### config.mk
export PLATFORM = sky130hd
export DESIGN_NAME = id_ex_stage_flat
export DESIGN_NICKNAME = d
export VERILOG_FILES = /design/src/rtl/id_ex_stage_pkg.sv /design/src/rtl/id_ex_stage_if.sv /design/src/rtl/id_ex_stage_load_use_hazard.sv /design/src/rtl/id_ex_stage.sv /design/src/flat_wrapper.sv
export SDC_FILE = /design/constraint.sdc
export NUM_CORES = 1
export LEC_CHECK = 0
export ABC_AREA = 1
export BUFFER_PORTS_ARGS = -buffer_cell sky130_fd_sc_hd__buf_2
export CAP_MARGIN = 20
export CORE_AREA = 3 3 133 135
export CTS_CLUSTER_DIAMETER = 30
export DETAILED_ROUTE_END_ITERATION = 7
export DIE_AREA = 0 0 136 138
export PLACE_DENSITY = 0.79
export SLEW_MARGIN = 20
export SYNTH_ARGS = -nofsm -noshare
export SYNTH_HDL_FRONTEND = slang
export SYNTH_SLANG_ARGS = --single-unit
### constraint.sdc
create_clock -name clk -period 2.85 [get_ports clk]
set_input_delay 0.57 -clock clk [delete_from_list [all_inputs] [get_ports clk]]
set_output_delay 0.57 -clock clk [all_outputs]
set_load 0.01 [all_outputs]
### src/rtl/id_ex_stage_pkg.sv
// Shared types for the ID/EX pipeline register: RV32I opcodes, the control
// bundle, and a helper that turns a control bundle into a bubble.
package id_ex_stage_pkg;

  localparam int unsigned OPC_W = 7;
  localparam int unsigned REG_W = 5;

  // These mirror the RV32I encodings in the core's shared opcode header.
  localparam logic [OPC_W-1:0] OPC_LUI       = 7'b0110111;
  localparam logic [OPC_W-1:0] OPC_AUIPC     = 7'b0010111;
  localparam logic [OPC_W-1:0] OPC_JAL       = 7'b1101111;
  localparam logic [OPC_W-1:0] OPC_JALR      = 7'b1100111;
  localparam logic [OPC_W-1:0] OPC_BRANCH    = 7'b1100011;
  localparam logic [OPC_W-1:0] OPC_LOAD      = 7'b0000011;
  localparam logic [OPC_W-1:0] OPC_STORE     = 7'b0100011;
  localparam logic [OPC_W-1:0] OPC_ARI_ITYPE = 7'b0010011;
  localparam logic [OPC_W-1:0] OPC_ARI_RTYPE = 7'b0110011;

  typedef struct packed {
    logic       reg_write;
    logic       mem_write;
    logic       mem_read;
    logic       mem_to_reg;
    logic       pc_src;
    logic [1:0] alu_src_a;
    logic [1:0] alu_src_b;
    logic [1:0] alu_op;
  } ctrl_t;

  // Clear the bits that cause architectural side effects; other fields stay.
  function automatic ctrl_t kill_enables(input ctrl_t c);
    ctrl_t r;
    r           = c;
    r.reg_write = 1'b0;
    r.mem_write = 1'b0;
    r.mem_read  = 1'b0;
    r.pc_src    = 1'b0;
    return r;
  endfunction

endpackage

### src/rtl/id_ex_stage_if.sv
// ID-to-EX bus: decoded instruction in, registered EX slot out, plus
// handshake, hazard flag and bubble counter.
interface id_ex_stage_if #(
  parameter int unsigned XLEN  = 32,
  parameter int unsigned CNT_W = 16
);
  logic            id_valid;
  logic [6:0]      id_opcode;
  logic [XLEN-1:0] id_pc, id_rs1_data, id_rs2_data, id_imm;
  logic [4:0]      id_rs1, id_rs2, id_rd;
  logic [2:0]      id_funct3;
  logic            id_funct7_b5;
  logic            id_reg_write, id_mem_write, id_mem_read, id_mem_to_reg, id_pc_src;
  logic [1:0]      id_alu_src_a, id_alu_src_b, id_alu_op;
  logic            ex_ready;
  logic            flush;

  logic            id_ready;
  logic            ex_valid;
  logic [XLEN-1:0] ex_pc, ex_rs1_data, ex_rs2_data, ex_imm;
  logic [4:0]      ex_rs1, ex_rs2, ex_rd;
  logic [2:0]      ex_funct3;
  logic            ex_funct7_b5;
  logic            ex_reg_write, ex_mem_write, ex_mem_read, ex_mem_to_reg, ex_pc_src;
  logic [1:0]      ex_alu_src_a, ex_alu_src_b, ex_alu_op;
  logic            hazard;
  logic [CNT_W-1:0] bubble_cnt;

  modport master (
    output id_valid, id_opcode, id_pc, id_rs1_data, id_rs2_data, id_imm,
           id_rs1, id_rs2, id_rd, id_funct3, id_funct7_b5,
           id_reg_write, id_mem_write, id_mem_read, id_mem_to_reg, id_pc_src,
           id_alu_src_a, id_alu_src_b, id_alu_op, ex_ready, flush,
    input  id_ready, ex_valid, ex_pc, ex_rs1_data, ex_rs2_data, ex_imm,
           ex_rs1, ex_rs2, ex_rd, ex_funct3, ex_funct7_b5,
           ex_reg_write, ex_mem_write, ex_mem_read, ex_mem_to_reg, ex_pc_src,
           ex_alu_src_a, ex_alu_src_b, ex_alu_op, hazard, bubble_cnt
  );

  modport slave (
    input  id_valid, id_opcode, id_pc, id_rs1_data, id_rs2_data, id_imm,
           id_rs1, id_rs2, id_rd, id_funct3, id_funct7_b5,
           id_reg_write, id_mem_write, id_mem_read, id_mem_to_reg, id_pc_src,
           id_alu_src_a, id_alu_src_b, id_alu_op, ex_ready, flush,
    output id_ready, ex_valid, ex_pc, ex_rs1_data, ex_rs2_data, ex_imm,
           ex_rs1, ex_rs2, ex_rd, ex_funct3, ex_funct7_b5,
           ex_reg_write, ex_mem_write, ex_mem_read, ex_mem_to_reg, ex_pc_src,
           ex_alu_src_a, ex_alu_src_b, ex_alu_op, hazard, bubble_cnt
  );
endinterface

### src/rtl/id_ex_stage_load_use_hazard.sv
// Load-use hazard detect: the ID instruction reads a register that the load
// currently in EX has not produced yet.
module load_use_hazard
  import id_ex_stage_pkg::*;
(
  input  logic             id_valid,
  input  logic [OPC_W-1:0] id_opcode,
  input  logic [REG_W-1:0] id_rs1,
  input  logic [REG_W-1:0] id_rs2,
  input  logic             ex_valid,
  input  logic             ex_mem_read,
  input  logic [REG_W-1:0] ex_rd,
  output logic             hazard
);
  logic uses_rs1;
  logic uses_rs2;

  assign uses_rs1 = !((id_opcode == OPC_LUI) || (id_opcode == OPC_AUIPC) ||
                      (id_opcode == OPC_JAL));
  assign uses_rs2 = (id_opcode == OPC_ARI_RTYPE) || (id_opcode == OPC_STORE) ||
                    (id_opcode == OPC_BRANCH);

  // x0 is never written, so a load targeting it cannot create a dependency.
  assign hazard = id_valid && ex_valid && ex_mem_read && (ex_rd != REG_W'(0)) &&
                  ((uses_rs1 && (ex_rd == id_rs1)) || (uses_rs2 && (ex_rd == id_rs2)));
endmodule

### src/rtl/id_ex_stage.sv
// ID/EX pipeline register with load-use bubble insertion, hold, flush and a
// saturating bubble counter.
module id_ex_stage
  import id_ex_stage_pkg::*;
#(
  parameter int unsigned XLEN  = 32,
  parameter int unsigned CNT_W = 16
) (
  input logic          clk,
  input logic          rst_n,
  id_ex_stage_if.slave bus
);
  ctrl_t id_ctrl;
  ctrl_t ex_ctrl_q;
  logic  hazard;

  assign id_ctrl = '{reg_write:  bus.id_reg_write,
                     mem_write:  bus.id_mem_write,
                     mem_read:   bus.id_mem_read,
                     mem_to_reg: bus.id_mem_to_reg,
                     pc_src:     bus.id_pc_src,
                     alu_src_a:  bus.id_alu_src_a,
                     alu_src_b:  bus.id_alu_src_b,
                     alu_op:     bus.id_alu_op};

  load_use_hazard u_hazard (
    .id_valid    (bus.id_valid),
    .id_opcode   (bus.id_opcode),
    .id_rs1      (bus.id_rs1),
    .id_rs2      (bus.id_rs2),
    .ex_valid    (bus.ex_valid),
    .ex_mem_read (ex_ctrl_q.mem_read),
    .ex_rd       (bus.ex_rd),
    .hazard      (hazard)
  );

  assign bus.hazard   = hazard;
  assign bus.id_ready = bus.ex_ready && !hazard;

  assign bus.ex_reg_write  = ex_ctrl_q.reg_write;
  assign bus.ex_mem_write  = ex_ctrl_q.mem_write;
  assign bus.ex_mem_read   = ex_ctrl_q.mem_read;
  assign bus.ex_mem_to_reg = ex_ctrl_q.mem_to_reg;
  assign bus.ex_pc_src     = ex_ctrl_q.pc_src;
  assign bus.ex_alu_src_a  = ex_ctrl_q.alu_src_a;
  assign bus.ex_alu_src_b  = ex_ctrl_q.alu_src_b;
  assign bus.ex_alu_op     = ex_ctrl_q.alu_op;

  // EX slot update: flush beats hold beats bubble beats normal load.
  always_ff @(posedge clk or negedge rst_n) begin
    if (!rst_n) begin
      ex_ctrl_q        <= '0;
      bus.ex_valid     <= 1'b0;
      bus.ex_pc        <= XLEN'(0);
      bus.ex_rs1_data  <= XLEN'(0);
      bus.ex_rs2_data  <= XLEN'(0);
      bus.ex_imm       <= XLEN'(0);
      bus.ex_rs1       <= REG_W'(0);
      bus.ex_rs2       <= REG_W'(0);
      bus.ex_rd        <= REG_W'(0);
      bus.ex_funct3    <= 3'(0);
      bus.ex_funct7_b5 <= 1'b0;
      bus.bubble_cnt   <= CNT_W'(0);
    end else if (bus.flush) begin
      ex_ctrl_q    <= kill_enables(ex_ctrl_q);
      bus.ex_valid <= 1'b0;
    end else if (!bus.ex_ready) begin
      ex_ctrl_q    <= ex_ctrl_q;
    end else if (hazard) begin
      ex_ctrl_q    <= kill_enables(ex_ctrl_q);
      bus.ex_valid <= 1'b0;
      if (!(&bus.bubble_cnt)) bus.bubble_cnt <= bus.bubble_cnt + CNT_W'(1);
    end else begin
      ex_ctrl_q        <= bus.id_valid ? id_ctrl : kill_enables(id_ctrl);
      bus.ex_valid     <= bus.id_valid;
      bus.ex_pc        <= bus.id_pc;
      bus.ex_rs1_data  <= bus.id_rs1_data;
      bus.ex_rs2_data  <= bus.id_rs2_data;
      bus.ex_imm       <= bus.id_imm;
      bus.ex_rs1       <= bus.id_rs1;
      bus.ex_rs2       <= bus.id_rs2;
      bus.ex_rd        <= bus.id_rd;
      bus.ex_funct3    <= bus.id_funct3;
      bus.ex_funct7_b5 <= bus.id_funct7_b5;
    end
  end
endmodule
### src/flat_wrapper.sv
// flat-port wrapper written by rule: the top's interface ports become plain ports
module id_ex_stage_flat import id_ex_stage_pkg::*;
#(
  parameter int unsigned XLEN  = 32,
  parameter int unsigned CNT_W = 16
)
  (clk, rst_n, bus_id_valid, bus_id_opcode, bus_id_pc, bus_id_rs1_data, bus_id_rs2_data, bus_id_imm, bus_id_rs1, bus_id_rs2, bus_id_rd, bus_id_funct3, bus_id_funct7_b5, bus_id_reg_write, bus_id_mem_write, bus_id_mem_read, bus_id_mem_to_reg, bus_id_pc_src, bus_id_alu_src_a, bus_id_alu_src_b, bus_id_alu_op, bus_ex_ready, bus_flush, bus_id_ready, bus_ex_valid, bus_ex_pc, bus_ex_rs1_data, bus_ex_rs2_data, bus_ex_imm, bus_ex_rs1, bus_ex_rs2, bus_ex_rd, bus_ex_funct3, bus_ex_funct7_b5, bus_ex_reg_write, bus_ex_mem_write, bus_ex_mem_read, bus_ex_mem_to_reg, bus_ex_pc_src, bus_ex_alu_src_a, bus_ex_alu_src_b, bus_ex_alu_op, bus_hazard, bus_bubble_cnt);
  id_ex_stage_if #(.XLEN(XLEN), .CNT_W(CNT_W)) bus_i ();
  input logic clk;
  input logic rst_n;
  input wire logic [$bits(bus_i.id_valid)-1:0] bus_id_valid;
  input wire logic [$bits(bus_i.id_opcode)-1:0] bus_id_opcode;
  input wire logic [$bits(bus_i.id_pc)-1:0] bus_id_pc;
  input wire logic [$bits(bus_i.id_rs1_data)-1:0] bus_id_rs1_data;
  input wire logic [$bits(bus_i.id_rs2_data)-1:0] bus_id_rs2_data;
  input wire logic [$bits(bus_i.id_imm)-1:0] bus_id_imm;
  input wire logic [$bits(bus_i.id_rs1)-1:0] bus_id_rs1;
  input wire logic [$bits(bus_i.id_rs2)-1:0] bus_id_rs2;
  input wire logic [$bits(bus_i.id_rd)-1:0] bus_id_rd;
  input wire logic [$bits(bus_i.id_funct3)-1:0] bus_id_funct3;
  input wire logic [$bits(bus_i.id_funct7_b5)-1:0] bus_id_funct7_b5;
  input wire logic [$bits(bus_i.id_reg_write)-1:0] bus_id_reg_write;
  input wire logic [$bits(bus_i.id_mem_write)-1:0] bus_id_mem_write;
  input wire logic [$bits(bus_i.id_mem_read)-1:0] bus_id_mem_read;
  input wire logic [$bits(bus_i.id_mem_to_reg)-1:0] bus_id_mem_to_reg;
  input wire logic [$bits(bus_i.id_pc_src)-1:0] bus_id_pc_src;
  input wire logic [$bits(bus_i.id_alu_src_a)-1:0] bus_id_alu_src_a;
  input wire logic [$bits(bus_i.id_alu_src_b)-1:0] bus_id_alu_src_b;
  input wire logic [$bits(bus_i.id_alu_op)-1:0] bus_id_alu_op;
  input wire logic [$bits(bus_i.ex_ready)-1:0] bus_ex_ready;
  input wire logic [$bits(bus_i.flush)-1:0] bus_flush;
  output wire logic [$bits(bus_i.id_ready)-1:0] bus_id_ready;
  output wire logic [$bits(bus_i.ex_valid)-1:0] bus_ex_valid;
  output wire logic [$bits(bus_i.ex_pc)-1:0] bus_ex_pc;
  output wire logic [$bits(bus_i.ex_rs1_data)-1:0] bus_ex_rs1_data;
  output wire logic [$bits(bus_i.ex_rs2_data)-1:0] bus_ex_rs2_data;
  output wire logic [$bits(bus_i.ex_imm)-1:0] bus_ex_imm;
  output wire logic [$bits(bus_i.ex_rs1)-1:0] bus_ex_rs1;
  output wire logic [$bits(bus_i.ex_rs2)-1:0] bus_ex_rs2;
  output wire logic [$bits(bus_i.ex_rd)-1:0] bus_ex_rd;
  output wire logic [$bits(bus_i.ex_funct3)-1:0] bus_ex_funct3;
  output wire logic [$bits(bus_i.ex_funct7_b5)-1:0] bus_ex_funct7_b5;
  output wire logic [$bits(bus_i.ex_reg_write)-1:0] bus_ex_reg_write;
  output wire logic [$bits(bus_i.ex_mem_write)-1:0] bus_ex_mem_write;
  output wire logic [$bits(bus_i.ex_mem_read)-1:0] bus_ex_mem_read;
  output wire logic [$bits(bus_i.ex_mem_to_reg)-1:0] bus_ex_mem_to_reg;
  output wire logic [$bits(bus_i.ex_pc_src)-1:0] bus_ex_pc_src;
  output wire logic [$bits(bus_i.ex_alu_src_a)-1:0] bus_ex_alu_src_a;
  output wire logic [$bits(bus_i.ex_alu_src_b)-1:0] bus_ex_alu_src_b;
  output wire logic [$bits(bus_i.ex_alu_op)-1:0] bus_ex_alu_op;
  output wire logic [$bits(bus_i.hazard)-1:0] bus_hazard;
  output wire logic [$bits(bus_i.bubble_cnt)-1:0] bus_bubble_cnt;
  assign bus_i.id_valid = bus_id_valid;
  assign bus_i.id_opcode = bus_id_opcode;
  assign bus_i.id_pc = bus_id_pc;
  assign bus_i.id_rs1_data = bus_id_rs1_data;
  assign bus_i.id_rs2_data = bus_id_rs2_data;
  assign bus_i.id_imm = bus_id_imm;
  assign bus_i.id_rs1 = bus_id_rs1;
  assign bus_i.id_rs2 = bus_id_rs2;
  assign bus_i.id_rd = bus_id_rd;
  assign bus_i.id_funct3 = bus_id_funct3;
  assign bus_i.id_funct7_b5 = bus_id_funct7_b5;
  assign bus_i.id_reg_write = bus_id_reg_write;
  assign bus_i.id_mem_write = bus_id_mem_write;
  assign bus_i.id_mem_read = bus_id_mem_read;
  assign bus_i.id_mem_to_reg = bus_id_mem_to_reg;
  assign bus_i.id_pc_src = bus_id_pc_src;
  assign bus_i.id_alu_src_a = bus_id_alu_src_a;
  assign bus_i.id_alu_src_b = bus_id_alu_src_b;
  assign bus_i.id_alu_op = bus_id_alu_op;
  assign bus_i.ex_ready = bus_ex_ready;
  assign bus_i.flush = bus_flush;
  assign bus_id_ready = bus_i.id_ready;
  assign bus_ex_valid = bus_i.ex_valid;
  assign bus_ex_pc = bus_i.ex_pc;
  assign bus_ex_rs1_data = bus_i.ex_rs1_data;
  assign bus_ex_rs2_data = bus_i.ex_rs2_data;
  assign bus_ex_imm = bus_i.ex_imm;
  assign bus_ex_rs1 = bus_i.ex_rs1;
  assign bus_ex_rs2 = bus_i.ex_rs2;
  assign bus_ex_rd = bus_i.ex_rd;
  assign bus_ex_funct3 = bus_i.ex_funct3;
  assign bus_ex_funct7_b5 = bus_i.ex_funct7_b5;
  assign bus_ex_reg_write = bus_i.ex_reg_write;
  assign bus_ex_mem_write = bus_i.ex_mem_write;
  assign bus_ex_mem_read = bus_i.ex_mem_read;
  assign bus_ex_mem_to_reg = bus_i.ex_mem_to_reg;
  assign bus_ex_pc_src = bus_i.ex_pc_src;
  assign bus_ex_alu_src_a = bus_i.ex_alu_src_a;
  assign bus_ex_alu_src_b = bus_i.ex_alu_src_b;
  assign bus_ex_alu_op = bus_i.ex_alu_op;
  assign bus_hazard = bus_i.hazard;
  assign bus_bubble_cnt = bus_i.bubble_cnt;
  id_ex_stage #(.XLEN(XLEN), .CNT_W(CNT_W)) u_core (.clk(clk), .rst_n(rst_n), .bus(bus_i));
endmodule
==> flow_metrics.py <==
metrics = {
    "outcome": {
        "status": "completed",
    },
    "global_route": {
        "grt_usage": 0.2445,
        "grt_pass1_vias": 7100,
        "grt-ovfl-total": 0,
        "antenna_found_initial": 2,
        "grt_pass1_wl_microns": 37180,
        "grt_max_degree": 158,
    },
    "route": {
        "vias_per_cell": 5.305,
        "drc_errors": 0,
        "wire_per_inst_microns": 16.61,
        "firstDrtPassIters": 5,
        "vias": 7655,
        "drtIter0Drc": 545,
        "wirelength_microns": 23960,
        "antenna_left": 0,
    },
    "setup_path": {
        "cpPeakStageDelay_ps": 480,
        "startpoint_type": "register",
        "crit_slowest_cell": "dfrtp_1",
        "crit_fanout": 7,
        "cp_common_cell": "nor2_1",
        "r2r_slack_ps": 520,
        "crit_arrival_ps": 2050,
        "end_kind": "output pin",
        "critPathBufInv": 2,
        "crit_required_ps": 2280,
        "critical_path_class": "register to output pin",
        "path_cells": "nor3_1 -> nand3_1 -> nand2_1 -> nor2_1 -> nand2_4 -> clkinvlp_4 -> nor2_1 -> buf_2",
        "critPathTopFamily": "simple AND/OR/NAND/NOR gates",
    },
    "power": {
        "power_leakage_nw": 5.862,
        "power_density_nw_per_um2": 619.8,
        "total_power_mw": 6.324,
        "combPwrFrac": 0.171,
        "p_sw_frac": 0.2873,
        "seq_power_share": 0.462,
        "clkPwrFrac": 0.367,
        "ir_worst_vdd_v": 0.0003956,
        "power_switching_mw": 1.817,
        "power.internal_mw": 4.507,
    },
    "timing": {
        "fin_crit_ps": 2622,
        "skew_ps": 10.09,
        "whs_ps": 158.1,
        "setup_violations": 0,
        "fin_setup_tns_ps": 0,
        "period_share": 0.9199,
        "rsz0062_at_grt": "no",
        "drv_slew": 0,
        "hold_viol": 0,
        "relSlewSlack": 0.4564,
        "worst_slew_pin_slew_ps": 815.4,
        "max_freq_mhz": 381.4,
    },
    "synth": {
        "synth_edf_count": 0,
        "synth_compound_area_frac": 0.005330,
        "synth_common_cells": "391 x nand2_1, 175 x dfrtp_1, 160 x nand4_1, 39 x clkbuf_1, 25 x inv_1",
        "synth_top_family_by_area": "simple AND/OR/NAND/NOR gates",
        "ys_seq_area_frac": 0.5653,
        "yosys.cell_count.top_type": "nand2_1",
        "synth_nets": 1074,
        "synth-adder-area-share": 0.001615,
        "synth_mux_area_frac": 0,
        "syn_inst": 903,
        "synth_area_sq_um": 7746,
        "yosysTopAreaCellShare": 0.5653,
        "yosysTopAreaCell": "dfrtp_1",
        "yosysWarnings": 0,
        "synth_async_sr_flop_share": 1.000,
        "synth_area_per_cell_sq_um": 8.578,
        "ys.flop_type": "dfrtp_1",
        "synth_simple_gate_area_frac": 0.3478,
        "ys_seq_elements": 175,
        "synth-xor-area-share": 0.02035,
        "synth_cell_types": 22,
        "synthTopCellsByArea": "dfrtp_1 57%, nand2_1 19%, nand4_1 13%",
    },
    "placement": {
        "gp_congestion": 0.8724,
        "portBuffers": 346,
        "dpl.hpwl_microns": 15890,
        "place_inst": 1407,
    },
    "layout": {
        "utilization": 0.6152,
        "layout-drive-gt1-share": 0.3232,
        "syn2layout_area_growth_pct": 31.71,
        "finalNonFillerCells": 1443,
        "nets": 1380,
        "fill_cells": 1480,
    },
    "die": {
        "die_x_microns": 136,
        "initial_core_util": 0.4671,
        "core_area_sq_um": 16580,
        "num_rows": 47,
        "dieArea_sq_um": 18770,
        "fp.dieH_microns": 138,
        "pin_count": 347,
    },
    "cts": {
        "cts_buffers": 17,
        "insertion_delay_ps": 420,
        "clkTransAtPathRegs_ps": 70,
        "cts_tree": "done",
        "cts_buffer_depth": 2,
        "cts_hold_buf": 0,
        "cts_sinks": 175,
        "root_buffer": "clkbuf_16",
        "htree_levels": 4,
    },
    "min_path": {
        "hold_class": "input port to async pin",
    },
    "job": {
        "cap_violations": 0,
    },
}
cells by family after synthesis:
kind of cell    Yosys count
compound gates            8
fa+ha+maj                 1
simple gates            601
flops                   175
buf+inv                 100
xor+xnor                 18
power groups by stage:
stage | combinational [mW] | clock (mW) | sequential (mW)
floorplan | 0.373 | 0 | 3.09
global placement | 1.07 | 0 | 2.96
detailed placement | 1.10 | 0 | 2.96
CTS | 1.10 | 2.36 | 2.92
global route | 1.20 | 2.46 | 2.96
finish | 1.08 | 2.32 | 2.92
cell usage in the layout (no fill, tap or decap), drive strengths merged, types with 4 or more instances in the layout:
master    n
nor2     24
nand2   393
xor2      6
nand3    21
xnor2    12
buf     359
nand4   160
inv      32
clkbuf   19
clkinv    4
dfrtp   175
o21ai     5
routing by layer:
layer,GRT usage,up-vias,share of wire
li1,-,3619,-
met1,0.3138,3624,0.39
met2,0.4039,362,0.50
met3,0.06141,48,0.083
met4,0.08382,2,0.026
met5,0,-,0.00029
path summary, 6_finish.rpt:
| kind | from | end | cells past startpoint |
|---|---|---|---|
| min in group clk | bus_id_pc[15] | u_core.bus.ex_pc[15] | 3 |
| worst min register to register | u_core.bus.ex_rs2_data[8] | u_core.bus.ex_rs2_data[8] | 2 |
| worst max register to register | u_core.bus.ex_rd[1] | u_core.bus.ex_rs1_data[22] | 10 |
| worst min-delay path | rst_n | u_core.bus.ex_pc[2] | 1 |
| max in group asynchronous | rst_n | u_core.bus.bubble_cnt[14] | 2 |
| worst max-delay path | u_core.bus.ex_rd[1] | bus_id_ready | 8 |
timing repair:
action                                 in CTS  in global routing
setup endpoints to repair                   0                  1
setup buffers                               0                  2
gates resized for setup                     0                  1
endpoints found under the hold margin       0                  0
layout make-up:
cell class | instances | area [sq um] | share of cell area
sequential | 175 | 4379 | 0.4292
multi-input combinational | 629 | 2929 | 0.2871
timing repair buffer | 359 | 1926 | 0.1887
clock buffer | 19 | 432.9 | 0.04243
tap | 220 | 275.3 | 0.02698
clock inverter | 13 | 150.1 | 0.01472
inverter | 27 | 107.6 | 0.01055
antenna | 1 | 2.502 | 0.0002453
through the flow:
| step | setup WS (ps) | area, sq um |
|---|---|---|
| after global placement | 455.0 | 9592 |
| after floorplan | 663.0 | 7746 |
| after global routing | 121.7 | 10200 |
| after CTS | 124.0 | 10170 |
| final | 228.3 | 10200 |
| after detailed placement | 366.3 | 9592 |
Power figures use the tool's default switching activity.
